[config.mk]
export PLATFORM = sky130hd
export DESIGN_NAME = mem_dma_master
export DESIGN_NICKNAME = d
export VERILOG_FILES = /design/src/rtl/mem_bus_pkg.sv /design/src/rtl/mem_bus_watchdog.sv /design/src/rtl/mem_dma_master.sv
export SDC_FILE = /design/constraint.sdc
export NUM_CORES = 1
export LEC_CHECK = 0
export CELL_PAD_IN_SITES_DETAIL_PLACEMENT = 0
export CELL_PAD_IN_SITES_GLOBAL_PLACEMENT = 1
export CORE_MARGIN = 5
export CORE_UTILIZATION = 39
export DETAILED_ROUTE_END_ITERATION = 8
export PLACE_DENSITY = 0.88
export SLEW_MARGIN = 10
export SYNTH_ARGS = -nofsm -noshare
export SYNTH_HDL_FRONTEND = slang
export SYNTH_HIERARCHICAL = 1
export SYNTH_SLANG_ARGS = --single-unit
[constraint.sdc]
create_clock -name clk -period 5.63 [get_ports clk]
set_input_delay 0.563 -clock clk [delete_from_list [all_inputs] [get_ports clk]]
set_output_delay 0.563 -clock clk [all_outputs]
set_load 0.01 [all_outputs]
[src/rtl/mem_bus_pkg.sv]
// mem_bus_pkg: shared state encoding, strobe/address constants and watchdog sizing for the DMA master
package mem_bus_pkg;
    typedef enum logic [2:0] {S_IDLE, S_RD, S_RD_GAP, S_WR, S_WR_GAP, S_FIN} state_t;
    localparam logic [3:0]  WSTRB_NONE = 4'h0;
    localparam logic [3:0]  WSTRB_WORD = 4'hF;
    localparam logic [31:0] ADDR_INC   = 32'd4;
    function automatic int wd_width(input int timeout);
        return $clog2(timeout + 1);
    endfunction
endpackage

[src/rtl/mem_bus_watchdog.sv]
// mem_bus_watchdog: counts stalled bus cycles and flags expiry after TIMEOUT of them
// Ports: clk/reset (async, active-high); clear restarts the count; wait_en counts a stalled cycle;
// expired is high once TIMEOUT stalled cycles have accumulated since the last clear.
module mem_bus_watchdog
    import mem_bus_pkg::*;
#(
    parameter int TIMEOUT = 255
) (
    input  logic clk,
    input  logic reset,
    input  logic clear,
    input  logic wait_en,
    output logic expired
);
    localparam int W = wd_width(TIMEOUT);
    logic [W-1:0] r_cnt;
    always_ff @(posedge clk or posedge reset)
        if (reset)
            r_cnt <= '0;
        else if (clear)
            r_cnt <= '0;
        else if (wait_en && !expired)
            r_cnt <= r_cnt + W'(1);
    assign expired = r_cnt == W'(TIMEOUT);
endmodule

[src/rtl/mem_dma_master.sv]
// mem_dma_master: word-block copy engine mastering the PicoRV32 native memory bus
// Ports: start/src_addr/dst_addr/len_words configure a copy; busy/done/error/words_done report it;
// mem_* is the native bus initiator side (mem_instr tied low, reads use wstrb 0, writes 4'hF).
module mem_dma_master
    import mem_bus_pkg::*;
#(
    parameter int LEN_W   = 13,
    parameter int TIMEOUT = 255
) (
    input  logic             clk,
    input  logic             reset,
    input  logic             start,
    input  logic [31:0]      src_addr,
    input  logic [31:0]      dst_addr,
    input  logic [LEN_W-1:0] len_words,
    output logic             busy,
    output logic             done,
    output logic             error,
    output logic [LEN_W-1:0] words_done,
    output logic             mem_valid,
    output logic             mem_instr,
    output logic [31:0]      mem_addr,
    output logic [31:0]      mem_wdata,
    output logic [3:0]       mem_wstrb,
    input  logic             mem_ready,
    input  logic [31:0]      mem_rdata
);
    state_t           r_state, w_next;
    logic [31:0]      r_src, r_dst;
    logic [LEN_W-1:0] r_remaining;
    logic             w_accept, w_wait, w_clear, w_expired;

    assign mem_instr = 1'b0;
    assign w_accept  = r_state == S_IDLE && start;
    assign w_wait    = (r_state == S_RD || r_state == S_WR) && !mem_ready;
    assign w_clear   = w_next != r_state;

    mem_bus_watchdog #(.TIMEOUT(TIMEOUT)) u_wd (
        .clk     (clk),
        .reset   (reset),
        .clear   (w_clear),
        .wait_en (w_wait),
        .expired (w_expired)
    );

    always_comb begin
        w_next = r_state;
        case (r_state)
            S_IDLE:   w_next = (start && len_words != '0) ? S_RD : S_IDLE;
            S_RD:     w_next = mem_ready ? S_RD_GAP : (w_expired ? S_FIN : S_RD);
            S_RD_GAP: w_next = S_WR;
            S_WR:     w_next = mem_ready ? S_WR_GAP : (w_expired ? S_FIN : S_WR);
            S_WR_GAP: w_next = r_remaining == '0 ? S_FIN : S_RD;
            S_FIN:    w_next = S_IDLE;
            default:  w_next = S_IDLE;
        endcase
    end

    always_ff @(posedge clk or posedge reset)
        if (reset)
            r_state <= S_IDLE;
        else
            r_state <= w_next;

    // Bus outputs are registered from the next state so they line up with the state they belong to.
    always_ff @(posedge clk or posedge reset)
        if (reset) begin
            busy        <= 1'b0;
            done        <= 1'b0;
            error       <= 1'b0;
            words_done  <= '0;
            mem_valid   <= 1'b0;
            mem_addr    <= '0;
            mem_wdata   <= '0;
            mem_wstrb   <= WSTRB_NONE;
            r_src       <= '0;
            r_dst       <= '0;
            r_remaining <= '0;
        end else begin
            mem_valid <= w_next == S_RD || w_next == S_WR;
            mem_wstrb <= w_next == S_WR ? WSTRB_WORD : WSTRB_NONE;
            busy      <= w_next != S_IDLE && w_next != S_FIN;
            done      <= w_next == S_FIN || (w_accept && len_words == '0);
            if (w_accept)
                error <= 1'b0;
            else if (w_wait && w_expired)
                error <= 1'b1;
            if (w_accept && len_words != '0) begin
                r_src       <= src_addr & ~32'd3;
                r_dst       <= dst_addr & ~32'd3;
                r_remaining <= len_words;
                words_done  <= '0;
                mem_addr    <= src_addr & ~32'd3;
            end
            // The read word lands directly in the write-data register; it is only driven onto a valid bus in WR.
            if (r_state == S_RD && mem_ready)
                mem_wdata <= mem_rdata;
            if (r_state == S_RD_GAP)
                mem_addr <= r_dst;
            if (r_state == S_WR_GAP)
                mem_addr <= r_src;
            if (r_state == S_WR && mem_ready) begin
                r_src       <= r_src + ADDR_INC;
                r_dst       <= r_dst + ADDR_INC;
                r_remaining <= r_remaining - LEN_W'(1);
                words_done  <= words_done + LEN_W'(1);
            end
        end
endmodule

# == Yosys cells after proc, flatten, opt, wreduce, memory -nomap -nowiden ==
# Index checks and enable logic that the tools add are counted.
# totals
input_bits,113
out_inout_bits,86
register_bits,173
wordCells,74
# classes
n_eq_ne,10
add_sub_neg,5
n_mux,22
n_reduce_logical,24
# ops
cell,n
two-way mux 32 bit,6
adder 32 x 3 -> 32 bit (second input constant),2
two-way mux 13 bit,4
zero test 13 bit,2
two-way mux 8 bit,2
two-way mux 3 bit,5
case mux 3 bit (5 select lines),1
adder 13 x 1 -> 13 bit (second input constant),1
nonzero test 13 bit,1
subtractor 13 x 1 -> 13 bit (second input constant),1
logical AND 1 bit,10
== test 3 x 2 -> 1 bit (second input constant),3
adder 8 x 1 -> 8 bit (second input constant),1
== test 8 bit (second input constant),1
== test 3 x 1 -> 1 bit (second input constant),2
== test 3 bit (second input constant),2
nonzero test 2 bit,3
nonzero test 3 bit,2
two-way mux 4 bit,1
zero test 3 bit,1
logical OR 1 bit,3
two-way mux 1 bit,3
!= test 3 bit,1
!= test 3 bit (second input constant),1
zero test 1 bit,2

# == Depth between registers and ports, before layout ==
# Gate-level depths: netlist of the first run.
# logic_depth
ltp_word,6
mapped_depth,11
ltp_nobuf,7

# == Cells and area by module ==
# The synthesis of the first run kept the hierarchy.
# modules_own_cells
mod,seq_area_each_um2,instances,cells_each,area_per_inst_um2
mem_dma_master,3903.7,1,818,8227.9
mem_bus_watchdog,200.2,1,48,491.7

# == Worst setup path after synthesis of the first run ==
# OpenSTA, ideal clock, no wires.
# synth_path
path_kind,input port to flip-flop
startpoint,in len_words[5]
endpoint,reg u_wd.r_cnt[1]
cell_stages,10
path_buffers,3
t_required_ns,5.551
setup_ns,0.079
t_arrival_ns,2.659
slack_ns,2.891
path_cell_list,or4_4 > nor4_4 > a41oi_1 > clkbuf_1 > clkbuf_1 > nor4_1 > a21oi_1 > dlymetal6s2s_1 > nand2b_1 > mux2i_1
# synth_between
elab_chain_len,6
word_cells_on_any_way,7
cone_classes,eq/ne: 1; mux: 3; reduce/logical: 3
# synth_lines
element,line,text
start: declaration,mem_dma_master.sv:15,"input logic [LEN_W-1:0] len_words,"
nonzero test 13 bit *,mem_dma_master.sv:49,S_IDLE: w_next = (start && len_words != '0) ? S_RD : S_IDLE;
logical AND 1 bit *,mem_dma_master.sv:49,
two-way mux 1 bit *,mem_dma_master.sv:49,
case mux 3 bit (5 select lines) *,mem_dma_master.sv:48,case (r_state)
!= test 3 bit *,mem_dma_master.sv:36,assign w_clear = w_next != r_state;
via w_clear,mem_dma_master.sv:31,"logic w_accept, w_wait, w_clear, w_expired;"
two-way mux 8 bit / nonzero test 2 bit (equally long branches),--,
end signal: assignment,mem_bus_watchdog.sv:23,r_cnt <= r_cnt + W'(1);
end: declaration,mem_bus_watchdog.sv:16,logic [W-1:0] r_cnt;
# Mark *: on every way through the listed nets, which the timed path passes. The rest lies on a longest branch.
# A chain may end at the register's enable or synchronous reset.

# == Final worst setup path of the first run ==
# layout_path
startpoint,reg r_state[0]
endpoint,reg u_wd.r_cnt[3]
# layout_between
word_cells_on_any_way,12
cone_classes,eq/ne: 5; mux: 2; reduce/logical: 5
# layout_lines
element,line,text
start: declaration,mem_dma_master.sv:28,"state_t r_state, w_next;"
start signal: assignment,mem_dma_master.sv:63,r_state <= w_next;
"== test 3 bit, or another cell as far along",mem_dma_master.sv:48,
case mux 3 bit (5 select lines),mem_dma_master.sv:48,
!= test 3 bit *,mem_dma_master.sv:36,
via w_clear,mem_dma_master.sv:31,
two-way mux 8 bit / nonzero test 2 bit (equally long branches),--,
# Marks and branches as above.

==> metrics, run 1 <==
largest net degree at the start of global routing 69; Distinct cells, synth 64; hold_buf cts 0; #FFs+latches synth 164; die height 160 um; synthesized instance count 866; Worst Path Buf+Inv 1; area post-placement 10800 um^2; DRT iter0 DRCs 554; total power draw 5.80 mW; routed len/inst 18.9 um; Final Hold Viols 0; R2R depth 8; Max Fclk 0.293 GHz; Chip Width 160 um; CP max stage delay 0.70 ns; HPWL Detailed 17300 um; CTS Buf Count 17; Slew @ Worst Pin 1.16 ns; WP depth 8; Ports 199; Post-CTS Setup Inserts 0; Power Density 509 nW/um^2; Vias/cell 5.60; slew margin rel. 21.8%; first-pass GRT wire length 40700 um; Leak 4.43 nW; critical path type flop to flop; Worst Path Required 5.94 ns; family with the most delay on the worst path compound AO/OA/AOI/OAI gates; non-filler cells, final 1323; Setup crit end kind flop; Slew Limit Fails 0; yosys warns 6; Worst Skew 0.0123 ns; Tmin final 3.41 ns; vias in the first global route 7254; Hold Path Class flop to flop; Critical path destination u_wd/r_cnt[3]; Setup violations, final 0; Initial Utilization 39.8%; total grt overflow 0; Yosys top cell area share 47.1%; Clk Latency, worst-skew pair 0.43 ns; Clk pin slew, worst setup/hold paths 0.08 ns; nets@finish 1148; CP Cell Sequence nor2_1, nand3b_1, a41oi_4, buf_4, nor4_1, a21oi_1, nor2b_1, mux2_4; Synth async-reset ratio 100%; Yosys top cell by area dfrtp_1; Post-route DRC 0; Worst EP arrival 3.72 ns; Inst Count DP 1290; wirelength, routed 25000 um; Die Area 25400 um^2; crit path from r_state[0]; synthesis-to-layout area growth 30.7%; number of buffers added on ports 191; status finished, final reports clean; worst slack, placed 1.84 ns; H-tree depth 4; post-route ant nets 0; core box area 21900 um^2; synthesized area 8720 um^2; reg-to-reg setup timing slack 2.22 ns; Area contributors post-synth dfrtp_1 47%, mux2_4 5.5%, nand2_1 4.8%; tightest hold margin 0.494 ns; GP Congestion 0.771; Max IR drop VDD 0.232 mV; vias 7405; Final TNS setup 0 ns; register area share after synthesis 47.1%; Root Driver clkbuf_16; fin crit share 60.6%; Critical R2R Capture u_wd/r_cnt[3]; worst flop-to-flop path startpoint r_state[0]; antenna violations before repair 1; post-layout util 52.1%; Final WS setup 2.22 ns; CP startpoint kind flop; Max FO, Critical Path 68; EDFF count, synth 0; Finished Cell Area 11400 um^2; CTS tree done; row count 54; DRT Pass-1 Iters 5; RSZ-0062 raised after global routing false; layout cells sized above 1 12.0%; Sink Count 164; Clock Path Buffers 2; Avg Cell Area, Syn 10.1 um^2; global-route usage over all layers 19.4%; max cap viols 0; prevailing post-synth register cell dfrtp_1; post-CTS resize count 0; CP max-delay cell buf_4
area by class of cell:
class / count / area, um^2
Inverter: 12 / 50.0
Timing Repair Buffer: 201 / 1990
Clock inverter: 15 / 158
Multi-Input combinational cell: 633 / 4320
Tap cell: 280 / 350
Sequential cell: 164 / 4100
Antenna cell: 1 / 2.50
Clock buffer: 17 / 425
Fill cell: 1997 / 10500
worst register-to-register path, cell delays in order (launching register included):
cell and delay, ns:
dfrtp_1 0.49, nor2_1 0.17, nand3b_1 0.18, a41oi_4 0.54
buf_4 0.70, nor4_1 0.12, a21oi_1 0.68, nor2b_1 0.12
mux2_4 0.30
power breakdown:
| part | leakage, nW | switching [mW] | internal, mW |
|---|---|---|---|
| sequential | 2.02 | 0.507 | 1.70 |
| combinational | 2.13 | 1.09 | 1.34 |
| clock | 0.285 | 0.566 | 0.596 |
flip-flops by register name (all words and copies together), names as in the netlist, 3 cells and up:
register,cells
r_dst,30
r_remaining,13
words_done,13
mem_wdata,32
r_src,30
r_state,3
u_wd/r_cnt,8
mem_addr,30
cell usage after synthesis, types with 4 or more instances:
cell type,number
mux2_4,32
o22ai_1,4
o211ai_1,37
xor2_1,5
mux2_2,32
nand2_1,111
nor3_1,17
buf_4,6
buf_2,5
nand4_1,21
nand2b_1,9
o21ai_0,53
or4_1,5
buf_1,8
clkbuf_1,35
nor2_1,42
a31oi_1,5
nor2b_1,4
dfrtp_1,164
a21oi_1,18
a221o_1,4
o311ai_0,13
ha_1,6
xnor2_1,5
nand3_1,66
and4_1,8
a22oi_1,7
nand3b_1,4
nor4_1,15
nor3b_1,5
or3_1,5
and3_1,8
mux2i_1,38
and2_1,5
a211oi_1,8
inv_1,12
a311oi_1,4
buf_6,4
per-layer routing:
metal	routed length, um	up-vias	GRT usage (%)
met5	0	-	0
met4	283	0	4.03
met1	11700	3608	27.8
met3	1400	21	3.78
li1	-	3542	-
met2	11600	234	30.8
layout by cell type, fill, tap and decap left out, drive strengths merged, types with 10 or more instances in the layout:
cell type      instances
clkdlybuf4s50        191
dfrtp                164
nand2                111
nand3                 66
mux2                  64
o21ai                 53
nor2                  42
mux2i                 38
o211ai                37
inv                   22
nand4                 21
a21oi                 19
nor4                  18
nor3                  17
clkbuf                17
o311ai                13
buf                   10
cells by family after synthesis:
family                   count (synthesis)  synth area share (%)
buffers and inverters                   71                  3.83
flip-flops                             164                  47.1
XOR/XNOR                                10                  1.00
AND/OR/NAND/NOR                        340                  19.9
adder cells (fa/ha/maj)                  6                 0.861
AO/OA/AOI/OAI                          172                  13.3
multiplexers                           102                  14.0
other                                    1                0.0430
worst min-delay path by stage:
stage	cells after the start	slack [ns]	end	start
2_1_floorplan	1	0.38	u_wd/r_cnt[0]	reset
3_3_place_gp	1	0.48	words_done[12]	words_done[12]
3_5_place_dp	1	0.49	words_done[12]	words_done[12]
4_1_cts	1	0.50	words_done[12]	words_done[12]
5_1_grt	1	0.52	mem_wdata[5]	mem_wdata[5]
6_report	1	0.49	words_done[12]	words_done[12]
Note: power is estimated with default switching activity, not from simulation.
==> inputs of run 2 (changes only) <==
Clock period 5.63 ns to 3.2 ns, I/O delays scaled along.
==> run 2 against run 1 <==
  * Final cell count is 0.83% higher
  * Routed wire length is 1.5% higher
  * Fmax is 31% higher
  * First-iteration DRC count is 2.3% lower
  * Largest cell class unchanged
  * Hold slack worse by 0.26 ns
  * Non-clock buffer count is 11 higher
  * Clock skew is 0.0031 ns lower
  * Count of clock-buffer cells in the layout stayed put
  * Worst setup slack worse by 1.6 ns
  * Core utilization is 0.63 points higher
  * Sequential cell count stayed put
  * Total power is 78% higher
==> metrics, run 2 (synthesis gave the netlist of run 1 again) <==
status finished, final reports clean; Leak 4.51 nW (+1.7%); Clock Path Buffers 2 (unchanged); Worst Path Required 3.51 ns (-2.43 ns); vias 7513 (+1.5%); Root Driver clkbuf_16; total power draw 10.3 mW (+78%); Hold Path Class input port to async pin; Clk Latency, worst-skew pair 0.43 ns (about the same); Ports 199 (unchanged); total grt overflow 0 (unchanged); fill cell count 1975 (-1.1%); wirelength, routed 25300 um (+1.5%); largest net degree at the start of global routing 67 (-2.9%); Die Area 25400 um^2 (unchanged); number of buffers added on ports 191 (unchanged); Slew @ Worst Pin 0.951 ns (-0.211 ns); busiest grt layer met2; commonest cells after routing, fill and taps aside 191 x clkdlybuf4s50_1, 164 x dfrtp_1, 111 x nand2_1; Post-CTS Setup Inserts 0 (unchanged); R2R depth 8 (unchanged); Tmin final 2.61 ns (-0.798 ns); CTS Buf Count 17 (unchanged); Max Fclk 0.383 GHz (+31%); CP startpoint kind flop; H-tree depth 4 (unchanged); Power Density 892 nW/um^2 (+75%); core box area 21900 um^2 (unchanged); synthesis-to-layout area growth 32.3%; global-route usage over all layers 19.8% (+0.33 points); Vias/cell 5.63 (+0.62%); Max FO, Critical Path 17 (-75%); grt met1 use 28.0% (+0.25 points); layout cells sized above 1 12.9% (+0.92 points); worst flop-to-flop path startpoint r_state[0]; slew margin rel. 36.5% (+15 points); Reg with most FFs mem_wdata; Final TNS setup 0 ns (unchanged); Setup crit end kind flop; critical path type flop to flop; fin crit share 81.7% (+21 points); GP Congestion 0.807 (+4.6%); Chip Width 160 um (unchanged); post-CTS resize count 0 (unchanged); Worst Skew 0.00925 ns (-0.00308 ns); HPWL Detailed 18100 um (+4.3%); RSZ-0062 raised after global routing false; row count 54 (unchanged); max cap viols 0 (unchanged); Sink Count 164 (unchanged); die height 160 um (unchanged); hold_buf cts 0 (unchanged); reg-to-reg setup timing slack 0.59 ns (-1.63 ns); first-pass GRT wire length 41100 um (+1.1%); Setup violations, final 0 (unchanged); GRT met3 Usage 4.43% (+0.65 points); Worst EP arrival 2.93 ns (-0.79 ns); vias in the first global route 7499 (+3.4%); Slew Limit Fails 0 (unchanged); DRT iter0 DRCs 541 (-2.3%); nets@finish 1159 (+0.96%); Final Hold Viols 0 (unchanged); DRT Pass-1 Iters 5 (unchanged); Largest register FFs 32 (unchanged); routed len/inst 19.0 um (+0.65%); CTS tree done; Clk pin slew, worst setup/hold paths 0.07 ns (about the same); GR Layer Usage met2 30.5% (-0.36 points); Initial Utilization 39.8% (unchanged); Critical R2R Capture u_wd/r_cnt[3]; Max IR drop VDD 0.450 mV (+94%); antenna violations before repair 1 (unchanged); post-route ant nets 0 (unchanged); Post-route DRC 0 (unchanged); commonest non-fill, non-tap cell in the layout clkdlybuf4s50_1
run 2: cell type report:
class                           instances  area [um^2]  area share, %
Inverter                               12         48.8          0.423
Clock inverter                         15          164           1.42
Timing Repair Buffer                  212         2120           18.4
Antenna cell                            1         2.50         0.0217
Clock buffer                           17          425           3.69
Tap cell                              280          350           3.04
Sequential cell                       164         4100           35.6
Multi-Input combinational cell        633         4320           37.5
run 2: metrics by stage:
stage	std cells	worst slack (ns)	util (%)	cell area (um^2)	hold WS, ns
detailed placement	1301	0.233	50.0	10900	0.486
finish	1334	0.586	52.7	11500	0.236
CTS	1333	0.602	52.7	11500	0.231
global placement	1301	0.276	50.0	10900	0.479
floorplan	868	0.704	-	8730	0.136
global route	1334	0.324	52.7	11500	0.284
run 2: critical path, stage by stage (launching register included):
cell	delay (ns)
dfrtp_1	0.48
nor2_1	0.17
nand3b_1	0.21
a41oi_4	0.27
buf_4	0.26
nor4_1	0.08
a21oi_1	0.62
nor2b_1	0.12
mux2_4	0.29
run 2: how the worst max path moves through the flow:
| stage | start | to | slack (ns) | depth (start not counted) |
|---|---|---|---|---|
| final | r_state[0] | u_wd/r_cnt[3] | 0.59 | 8 |
| after global routing | r_state[0] | u_wd/r_cnt[3] | 0.32 | 8 |
| after CTS | r_state[0] | u_wd/r_cnt[3] | 0.60 | 8 |
| after detailed placement | len_words[5] | mem_addr[12] | 0.23 | 6 |
| after global placement | len_words[5] | mem_addr[13] | 0.28 | 6 |
| after floorplan | len_words[5] | u_wd/r_cnt[1] | 0.70 | 10 |
run 2: per-layer routing:
| metal | wire length [um] | part of all wire [%] | up-vias |
|---|---|---|---|
| li1 | - | - | 3564 |
| met1 | 11700 | 46 | 3688 |
| met2 | 11800 | 47 | 229 |
| met3 | 1410 | 5.6 | 32 |
| met4 | 417 | 1.6 | 0 |
| met5 | 0 | 0 | - |
run 2: report_power, final:
part	total (mW)	leakage (nW)	switching, mW	internal [mW]
logic	4.36	2.20	1.95	2.40
clock network	2.03	0.289	0.982	1.05
registers	3.91	2.02	0.919	2.99
